===== config.mk =====
export PLATFORM = sky130hd
export DESIGN_NAME = maxpool_1d_stream
export DESIGN_NICKNAME = d
export VERILOG_FILES = /design/src/rtl/conv_pkg.sv /design/src/rtl/pool_ctr.sv /design/src/rtl/maxpool_1d_stream.sv
export SDC_FILE = /design/constraint.sdc
export NUM_CORES = 1
export LEC_CHECK = 0
export CELL_PAD_IN_SITES_DETAIL_PLACEMENT = 0
export CELL_PAD_IN_SITES_GLOBAL_PLACEMENT = 1
export CORE_AREA = 4 4 64 81
export CTS_CLUSTER_SIZE = 14
export DETAILED_ROUTE_END_ITERATION = 10
export DIE_AREA = 0 0 68 85
export PLACE_DENSITY_LB_ADDON = 0.1
export SYNTH_ARGS = -nofsm -noshare
export SYNTH_HDL_FRONTEND = slang
export SYNTH_SLANG_ARGS = --single-unit

===== constraint.sdc =====
create_clock -name clk -period 2.8 [get_ports clk]
set_clock_uncertainty 0.1 [all_clocks]
set_input_delay 0.28 -clock clk [delete_from_list [all_inputs] [get_ports clk]]
set_output_delay 0.28 -clock clk [all_outputs]
set_load 0.01 [all_outputs]

===== src/rtl/conv_pkg.sv =====
//------------------------------------------------------------------------------
// Module  : conv_pkg
// Brief   : Shared sample type, limits and helpers for the conv pipeline.
// Revision: 1.0 - initial release
//------------------------------------------------------------------------------
`default_nettype none

package conv_pkg;

    localparam int SAMPLE_W = 8;
    localparam int CONV_N   = 128;
    localparam int CONV_M   = 32;

    typedef logic signed [SAMPLE_W-1:0] sample_t;

    localparam sample_t SAMPLE_MIN = sample_t'(1 << (SAMPLE_W - 1));

    // Number of valid outputs of a length-n by length-m convolution
    function automatic int calc_l(input int n, input int m);
        return n - m + 1;
    endfunction

    localparam int CONV_L = calc_l(CONV_N, CONV_M);

    // Ties keep the first operand
    function automatic sample_t smax(input sample_t a, input sample_t b);
        return (b > a) ? b : a;
    endfunction

endpackage

`default_nettype wire


===== src/rtl/pool_ctr.sv =====
//------------------------------------------------------------------------------
// Module  : pool_ctr
// Brief   : Pool window and frame position counters; flags window close.
// Revision: 1.0 - initial release
//------------------------------------------------------------------------------
`default_nettype none

module pool_ctr #(
    parameter int P = 2,
    parameter int L = 97
) (
    input  logic clk,
    input  logic reset,
    input  logic fire,
    output logic close,
    output logic last
);

    localparam int c_win_w = (P > 1) ? $clog2(P) : 1;
    localparam int c_frm_w = (L > 1) ? $clog2(L) : 1;

    localparam logic [c_win_w-1:0] c_win_last = c_win_w'(P - 1);
    localparam logic [c_frm_w-1:0] c_frm_last = c_frm_w'(L - 1);

    logic [c_win_w-1:0] r_win_cnt;
    logic [c_frm_w-1:0] r_frm_cnt;

    assign last  = (r_frm_cnt == c_frm_last);
    assign close = (r_win_cnt == c_win_last) | last;

    always_ff @(posedge clk) begin
        if (reset) begin
            r_win_cnt <= '0;
            r_frm_cnt <= '0;
        end else if (fire) begin
            r_win_cnt <= close ? '0 : r_win_cnt + c_win_w'(1);
            r_frm_cnt <= last  ? '0 : r_frm_cnt + c_frm_w'(1);
        end
    end

endmodule

`default_nettype wire


===== src/rtl/maxpool_1d_stream.sv =====
//------------------------------------------------------------------------------
// Module  : maxpool_1d_stream
// Brief   : Streaming non-overlapping 1-D max pool over conv output frames.
// Revision: 1.0 - initial release
//------------------------------------------------------------------------------
`default_nettype none

module maxpool_1d_stream
    import conv_pkg::*;
#(
    parameter int T = SAMPLE_W,
    parameter int N = CONV_N,
    parameter int M = CONV_M,
    parameter int P = 2
) (
    input  logic                clk,
    input  logic                reset,
    input  logic                s_valid_y,
    output logic                s_ready_y,
    input  logic signed [T-1:0] s_data_in_y,
    output logic                m_valid_z,
    input  logic                m_ready_z,
    output logic signed [T-1:0] m_data_out_z,
    output logic                m_last_z
);

    localparam int c_l = calc_l(N, M);

    localparam logic signed [T-1:0] c_sample_min = {1'b1, {(T-1){1'b0}}};

    logic                r_valid;
    logic                r_last;
    logic signed [T-1:0] r_data;
    logic signed [T-1:0] r_acc;

    logic                w_acc_fire;
    logic                w_close;
    logic                w_last;
    logic signed [T-1:0] w_max;

    // A held result blocks input only until the same-cycle consume
    assign s_ready_y  = ~r_valid | m_ready_z;
    assign w_acc_fire = s_valid_y & s_ready_y;
    assign w_max      = (s_data_in_y > r_acc) ? s_data_in_y : r_acc;

    pool_ctr #(
        .P (P),
        .L (c_l)
    ) u_pool_ctr (
        .clk   (clk),
        .reset (reset),
        .fire  (w_acc_fire),
        .close (w_close),
        .last  (w_last)
    );

    always_ff @(posedge clk) begin
        if (reset) begin
            r_valid <= 1'b0;
            r_last  <= 1'b0;
            r_data  <= '0;
            r_acc   <= c_sample_min;
        end else begin
            if (r_valid && m_ready_z) begin
                r_valid <= 1'b0;
            end
            if (w_acc_fire) begin
                if (w_close) begin
                    r_data  <= w_max;
                    r_last  <= w_last;
                    r_valid <= 1'b1;
                    r_acc   <= c_sample_min;
                end else begin
                    r_acc   <= w_max;
                end
            end
        end
    end

    assign m_valid_z    = r_valid;
    assign m_data_out_z = r_data;
    assign m_last_z     = r_last;

endmodule

`default_nettype wire

# Yosys cells after proc, flatten, opt, wreduce, memory -nomap -nowiden
# Cells that the tools add are included.
# totals
register_bits	26
output_inout_bits	11
wordCells	23
# op_classes
add_sub_neg	2
order_cmp	1
eq_ne	1
muxes	7
bitwise	4
n_reduce_logical	2
# op_table
cell	n
$mux W8	2
$gt A8 B8 Y1	1
$add A7 B1 Y7 const B	1
$eq A7 B7 Y1 const B	1
$mux W7	1
$mux W1	4
$or A1 B1 Y1	2
$reduce_and A2 Y1	1
$add A1 B1 Y1 const B	1
$and A1 B1 Y1	1
$logic_and A1 B1 Y1	1
$not A1 Y1	1

# Logic depth before layout (Yosys ltp)
# Gate-level depths: netlist of run 1.
# logic_depth
depth_word	4
mapped_depth	8

# By module
# A second synthesis of run 1 with hierarchy kept.
# unflattened
cells_unflattened	169
hier_area_um2	1562.7
# modules_own_cells
mod	instances	cells_each	area_per_inst_um2
maxpool_1d_stream	1	121	1148.6
pool_ctr	1	48	414.1

# Worst setup path before layout of run 1
# No wires, ideal clock.
# synth_path
path_type	reg2reg
from	register r_acc[1]
to	register r_data[0] (netlist: m_data_out_z[0])
setup_time_ps	129
arrival_time_ps	1711
slack_ps	861
path_stages_with_launch	9
n_path_buf	1
path_cell_list	dfxtp_1 inv_1 ha_1 nor2b_2 o211ai_2 a211oi_2 or2_2 buf_6 o211ai_1
# synth_between
elab_chain_cells	2
# synth_rtl
element	line	rtl
from (decl)	maxpool_1d_stream.sv:34	logic signed [T-1:0] r_acc;
from (signal assigned)	maxpool_1d_stream.sv:62	r_acc <= c_sample_min;
from (signal assigned)	maxpool_1d_stream.sv:72	r_acc <= c_sample_min;
from (signal assigned)	maxpool_1d_stream.sv:74	r_acc <= w_max;
$gt A8 B8 Y1	maxpool_1d_stream.sv:44	assign w_max = (s_data_in_y > r_acc) ? s_data_in_y : r_acc;
$mux W8	maxpool_1d_stream.sv:44	
to (signal assigned)	maxpool_1d_stream.sv:69	r_data <= w_max;
to (decl)	maxpool_1d_stream.sv:33	logic signed [T-1:0] r_data;
# No other way between the ends.
# A chain may end at the register's enable or synchronous reset.

# Worst setup path in the final report of run 1
# layout_path
from	input port s_data_in_y[1]
to	register r_acc[7]
# layout_between
elab_chain_cells	3
# layout_rtl
element	line	rtl
from (decl)	maxpool_1d_stream.sv:20	input logic signed [T-1:0] s_data_in_y,
$gt A8 B8 Y1	maxpool_1d_stream.sv:44	
$mux W8	maxpool_1d_stream.sv:44	
$mux W8	maxpool_1d_stream.sv:68	if (w_close) begin
# No other way between the ends.

==> results of run 1 <==
## tightest hold or removal path: cells and delay by family (launching register included)
kind	cells	cell delay [ns]
flip-flops	1	0.33
AND/OR/NAND/NOR	1	0.05
AO/OA/AOI/OAI	1	0.06
## where the power goes
part           switching [W]  internal [W]
clock network       0.000113     0.0000963
logic              0.0000863     0.0000735
registers          0.0000136      0.000388
total               0.000213      0.000558
## kinds of logic (layout without fill, tap and decap cells)
kind of cell | after synthesis | count (layout)
and+or+nand+nor | 56 | 56
adders and majority gates | 10 | 10
xor gates and xnor gates | 6 | 6
buffers and inverters | 18 | 40
AOI/OAI and AO/OA | 39 | 39
DFF | 26 | 26
## Yosys cell counts, drive strengths merged
cell     instances
nor2b            2
dfxtp           26
nand2           27
a21oi            7
xnor2            4
inv             13
o211ai          17
nor3             4
a41o             1
or2              2
buf              4
xor2             2
ha              10
nor2            12
a22oi            1
clkbuf           1
nand2b           1
a41oi            1
a211oi           1
and2             1
nor3b            1
nand4            4
and2b            1
o32a             1
o211a            1
a22o             7
a2111oi          2
nor4             1
## final cells by class
cell class	count	area, µm²	area share
inverter	13	48.8	0.0283
tap	58	72.6	0.0420
multi-input combinational	111	808	0.468
sequential	26	520	0.301
timing repair buffer	24	235	0.136
clock buffer	3	41.3	0.0239
## metal layers
metal / vias up / part of all wire / track usage
li1: 597 / - / -
met3: 6 / 0.024 / 0.0185
met1: 503 / 0.42 / 0.133
met5: - / 0 / 0
met2: 18 / 0.53 / 0.204
met4: 0 / 0.023 / 0.0651
## worst max-delay path by stage
stage / from / end / slack, ns
after global placement: s_data_in_y[1] / r_acc[7]$_SDFFE_PP1P_ / 0.32
after floorplan: r_acc[1]$_SDFFE_PP0P_ / m_data_out_z[0]$_SDFFE_PP0P_ / 0.86
after global routing: s_data_in_y[1] / r_acc[7]$_SDFFE_PP1P_ / 0.49
final: s_data_in_y[1] / r_acc[7]$_SDFFE_PP1P_ / 0.59
after CTS: s_data_in_y[1] / r_acc[7]$_SDFFE_PP1P_ / 0.57
after detailed placement: s_data_in_y[7] / r_acc[7]$_SDFFE_PP1P_ / 0.27
## flip-flops by register name, summed over array words and instances, names as in the netlist
register / count
r_acc: 8
m_data_out_z: 8
m_valid_z: 1
u_pool_ctr.r_frm_cnt: 7
m_last_z: 1
u_pool_ctr.r_win_cnt: 1
## through the flow
step / instance area, µm² / setup slack, ns
detailed placement: 1690 / 0.274
CTS: 1730 / 0.570
floorplan: 1410 / 0.861
global route: 1730 / 0.488
global placement: 1690 / 0.324
finish: 1730 / 0.592
==> impl_metrics.json, run 1 <==
{
  "drtPass1Iterations": 4,
  "required_ns": 2.82,
  "globalplace.congestion": 0.747,
  "die_area_um2": 5780,
  "num_rows": 27,
  "yosys.area_share.xor_xnor": 0.0373,
  "dr_total_vias": 1124,
  "vias_per_cell": 4.78,
  "routedWlPerCell_um": 12.8,
  "mostFrequentLayoutCells": "nand2_1, dfxtp_1, clkdlybuf4s50_1",
  "cts-root-buf": "clkbuf_8",
  "total_power_w": 0.000771,
  "holdPathEnd": "m_data_out_z[3]$_SDFFE_PP0P_",
  "hpwl_um": 2540,
  "clock.fmax_mhz": 453,
  "min-delay-start": "m_data_out_z[3]$_SDFFE_PP0P_",
  "tightest_slew_ns": 0.572,
  "min_period_over_period": 0.789,
  "drt_wl_total_um": 3000,
  "timing.final.crit_period_ns": 2.21,
  "htree_levels": 1,
  "cp_max_fo": 8,
  "numPlacedInstances": 232,
  "io_pins": 23,
  "slew_viol_final": 0,
  "grt_max_degree": 17,
  "fillers": 454,
  "critical_path_buf_inv_count": 1,
  "synthAdderAreaFrac": 0.0888,
  "antenna_found_initial": 0,
  "drive_gt1_frac": 0.113,
  "r2r-end": "r_acc[7]$_SDFFE_PP1P_",
  "synth_top_area_share": 0.369,
  "postCtsSetupBuffers": 0,
  "grt_use_total": 0.118,
  "nets": 201,
  "cts_tree": "done",
  "synthCells": 155,
  "worstSetupPathType": "input port to flop",
  "hold_viol_final": 0,
  "clock-sinks": 26,
  "drc": 0,
  "setup_viol": 0,
  "crit_chain": "clkdlybuf4s50_1 -> ha_1 -> nor2b_2 -> o211ai_2 -> a2111oi_2 -> a2111oi_4 -> a22oi_1",
  "reg2reg_from": "r_acc[6]$_SDFFE_PP0P_",
  "ir_worst_vdd_uv": 139,
  "min_path_type": "flop to flop",
  "critPathMaxStageDelay_ns": 0.56,
  "p_leak_nw": 0.611,
  "clk_pin_slew_ns": 0.09,
  "core-area_um2": 4390,
  "postSynthAreaPerCell_um2": 9.09,
  "finalNonFillerCells": 235,
  "cts_repair_resize_count": 0,
  "synth-compound-area-share": 0.240,
  "grt_pass1_wl_um": 5290,
  "io_buffers": 22,
  "synth_area_leaders": "dfxtp_1, ha_1, o211ai_1",
  "yosysWarnings": 0,
  "status": "completed",
  "maxCapViolCount": 0,
  "yosys.area.top_type": "dfxtp_1",
  "synth_top_family_by_area": "compound AO/OA/AOI/OAI gates",
  "ant_nets": 0,
  "ys_ff_latch": 26,
  "yosysUniqueCellTypes": 38,
  "slew_headroom": 0.619,
  "finalSetupTns_ns": 0,
  "start_util": 0.321,
  "syn_nets": 177,
  "die-height_um": 85,
  "start_kind": "input port",
  "grt_pass1_vias": 1175,
  "power_density_nw_per_um2": 447,
  "cp_slowest_cell": "a2111oi_4",
  "rrSetupSlack_ns": 0.70,
  "r2r_cells": 7,
  "fin_util": 0.393,
  "critPathCaptureType": "flop",
  "seq_area_frac_synth": 0.369,
  "arrival_ns": 2.23,
  "antenna_cells": 0,
  "clk_latency_ns": 0.26,
  "synthToLayoutAreaGrowth_pct": 22.6,
  "cp.depth": 7,
  "hold-worst-slack_ns": 0.379,
  "postCtsHoldBufs": 0,
  "syn_area_um2": 1410,
  "path_delay_family": "compound AO/OA/AOI/OAI gates",
  "synth-simple-area-share": 0.208,
  "synth_mux_area_frac": 0,
  "first_iter_violations": 28,
  "grt_overflow": 0,
  "holdPathStages": 2,
  "die_w_um": 68,
  "cts_max_path_buffers": 2,
  "grt_setup_unrepaired": "no",
  "cts_buffers": 3
}
No activity file was read; power rests on OpenSTA's default activity.
==> run 2: changes to the inputs <==
==> constraint.sdc (replaced) <==
create_clock -name clk -period 2 [get_ports clk]
set_clock_uncertainty 0.1 [all_clocks]
set_input_delay 0.2 -clock clk [delete_from_list [all_inputs] [get_ports clk]]
set_output_delay 0.2 -clock clk [all_outputs]
set_load 0.01 [all_outputs]
==> run 2 against run 1 <==
  * Clock-buffer cell count increased by 1
  * Routed wire length up 10%
  * Worst setup slack worse by 0.53 ns
  * Via count is 10% higher
  * Power up 59%
==> impl_metrics.json, run 2 (synthesized netlist as in run 1, its figures left out) <==
{
  "antenna_cells": 0,
  "power_density_nw_per_um2": 591,
  "reg2reg_from": "r_acc[1]$_SDFFE_PP0P_",
  "clk_latency_ns": 0.27,
  "die_w_um": 68,
  "cts_tree": "done",
  "cts_buffers": 3,
  "start_kind": "flop",
  "critPathLaunch": "r_acc[1]$_SDFFE_PP0P_",
  "grt_setup_unrepaired": "yes",
  "postCtsHoldBufs": 0,
  "grt_overflow": 0,
  "mostFrequentLayoutCells": "nand2_1, buf_4, dfxtp_1",
  "die_area_um2": 5780,
  "drc": 0,
  "slew_viol_final": 0,
  "io_buffers": 22,
  "maxCapViolCount": 0,
  "r2r-end": "r_acc[0]$_SDFFE_PP0P_",
  "critPathCaptureType": "flop",
  "drt_wl_total_um": 3300,
  "required_ns": 2.06,
  "min_period_over_period": 0.970,
  "clock.fmax_mhz": 515,
  "first_iter_violations": 44,
  "rrSetupSlack_ns": 0.06,
  "drive_gt1_frac": 0.310,
  "slew_headroom": 0.737,
  "r2r_cells": 8,
  "htree_levels": 1,
  "critPathCapture": "r_acc[0]$_SDFFE_PP0P_",
  "grt_max_degree": 17,
  "synthToLayoutAreaGrowth_pct": 47.5,
  "cp_max_fo": 5,
  "cts-root-buf": "clkbuf_8",
  "hold_viol_final": 0,
  "start_util": 0.321,
  "die-height_um": 85,
  "tightest_slew_ns": 0.393,
  "drtPass1Iterations": 4,
  "globalplace.congestion": 0.760,
  "antenna_found_initial": 0,
  "clk_pin_slew_ns": 0.09,
  "ant_nets": 0,
  "io_pins": 23,
  "ir_worst_vdd_uv": 237,
  "nets": 226,
  "timing.final.crit_period_ns": 1.94,
  "grt_use_total": 0.130,
  "final_common_cell": "nand2_1",
  "min_path_type": "input port to flop",
  "fillers": 441,
  "setup_viol": 0,
  "arrival_ns": 2.00,
  "hold-worst-slack_ns": 0.219,
  "dr_total_vias": 1242,
  "routedWlPerCell_um": 12.7,
  "grt_pass1_vias": 1340,
  "core-area_um2": 4390,
  "worstSetupPathType": "flop to flop",
  "status": "completed",
  "num_rows": 27,
  "grt_pass1_wl_um": 5930,
  "hpwl_um": 2710,
  "fin_util": 0.473,
  "clock-sinks": 26,
  "cts_max_path_buffers": 2,
  "p_leak_nw": 0.773,
  "vias_per_cell": 4.76,
  "total_power_w": 0.00123
}
run 2: changes by cell type in the layout (fill, tap and decap cells not counted), sizes merged:
cell,previous run,this run
buf,2,27
clkdlybuf4s50,22,17
dlygate4sd2,0,4
clkbuf,3,4
dlymetal6s2s,0,1
run 2: worst min path at each step:
stage	startpoint	end	slack, ns	depth (start not counted)
2_1_floorplan	s_data_in_y[0]	r_acc[0]$_SDFFE_PP0P_	0.23	1
3_3_place_gp	m_data_out_z[3]$_SDFFE_PP0P_	m_data_out_z[3]$_SDFFE_PP0P_	0.36	2
3_5_place_dp	m_data_out_z[7]$_SDFFE_PP0P_	m_data_out_z[7]$_SDFFE_PP0P_	0.36	2
4_1_cts	s_data_in_y[1]	r_acc[1]$_SDFFE_PP0P_	0.32	3
5_1_grt	s_data_in_y[0]	r_acc[0]$_SDFFE_PP0P_	0.23	3
6_report	s_data_in_y[0]	r_acc[0]$_SDFFE_PP0P_	0.22	3
run 2: area by class of cell:
type | instances | area (µm²) | share of cell area
Multi-Input combinational cell | 111 | 938 | 0.452
Sequential cell | 26 | 527 | 0.253
Timing Repair Buffer | 49 | 437 | 0.210
Tap cell | 58 | 72.6 | 0.0349
Clock buffer | 4 | 55.1 | 0.0265
Inverter | 13 | 48.8 | 0.0235
run 2: layer usage:
layer | vias up | track usage | routed length (µm)
li1 | 649 | - | -
met1 | 577 | 0.153 | 1400
met2 | 12 | 0.227 | 1800
met3 | 4 | 0.0146 | 45
met4 | 0 | 0.0579 | 57
met5 | - | 0 | 0
run 2: stage by stage:
step | instance area, µm² | TNS (ns) | std cells | setup slack, ns
finish | 2080 | 0 | 261 | 0.0599
global route | 2080 | -0.210 | 261 | -0.0447
CTS | 2030 | 0 | 260 | 0.00629
detailed placement | 1870 | -4.74 | 255 | -0.385
global placement | 1870 | -3.56 | 255 | -0.278
floorplan | 1410 | 0 | 155 | 0.0605
run 2: what timing repair did:
action,CTS,global route
buffers inserted,1,1
cloned,0,0
pin swaps,8,9
gates resized for setup,19,9
endpoints found under the setup margin,8,16
run 2: where the power goes:
group | switching, W | internal, W
Sequential | 0.0000178 | 0.000545
Combinational | 0.000155 | 0.000173
Clock | 0.000162 | 0.000176
Total | 0.000334 | 0.000894
run 2: worst max-delay path, stage by stage (launching register included):
cell       delay [ns]
dfxtp_2          0.34
inv_2            0.04
ha_4             0.27
nor2b_4          0.15
o211ai_4         0.11
a2111oi_4        0.37
a2111oi_4        0.09
buf_4            0.17
a22o_1           0.19
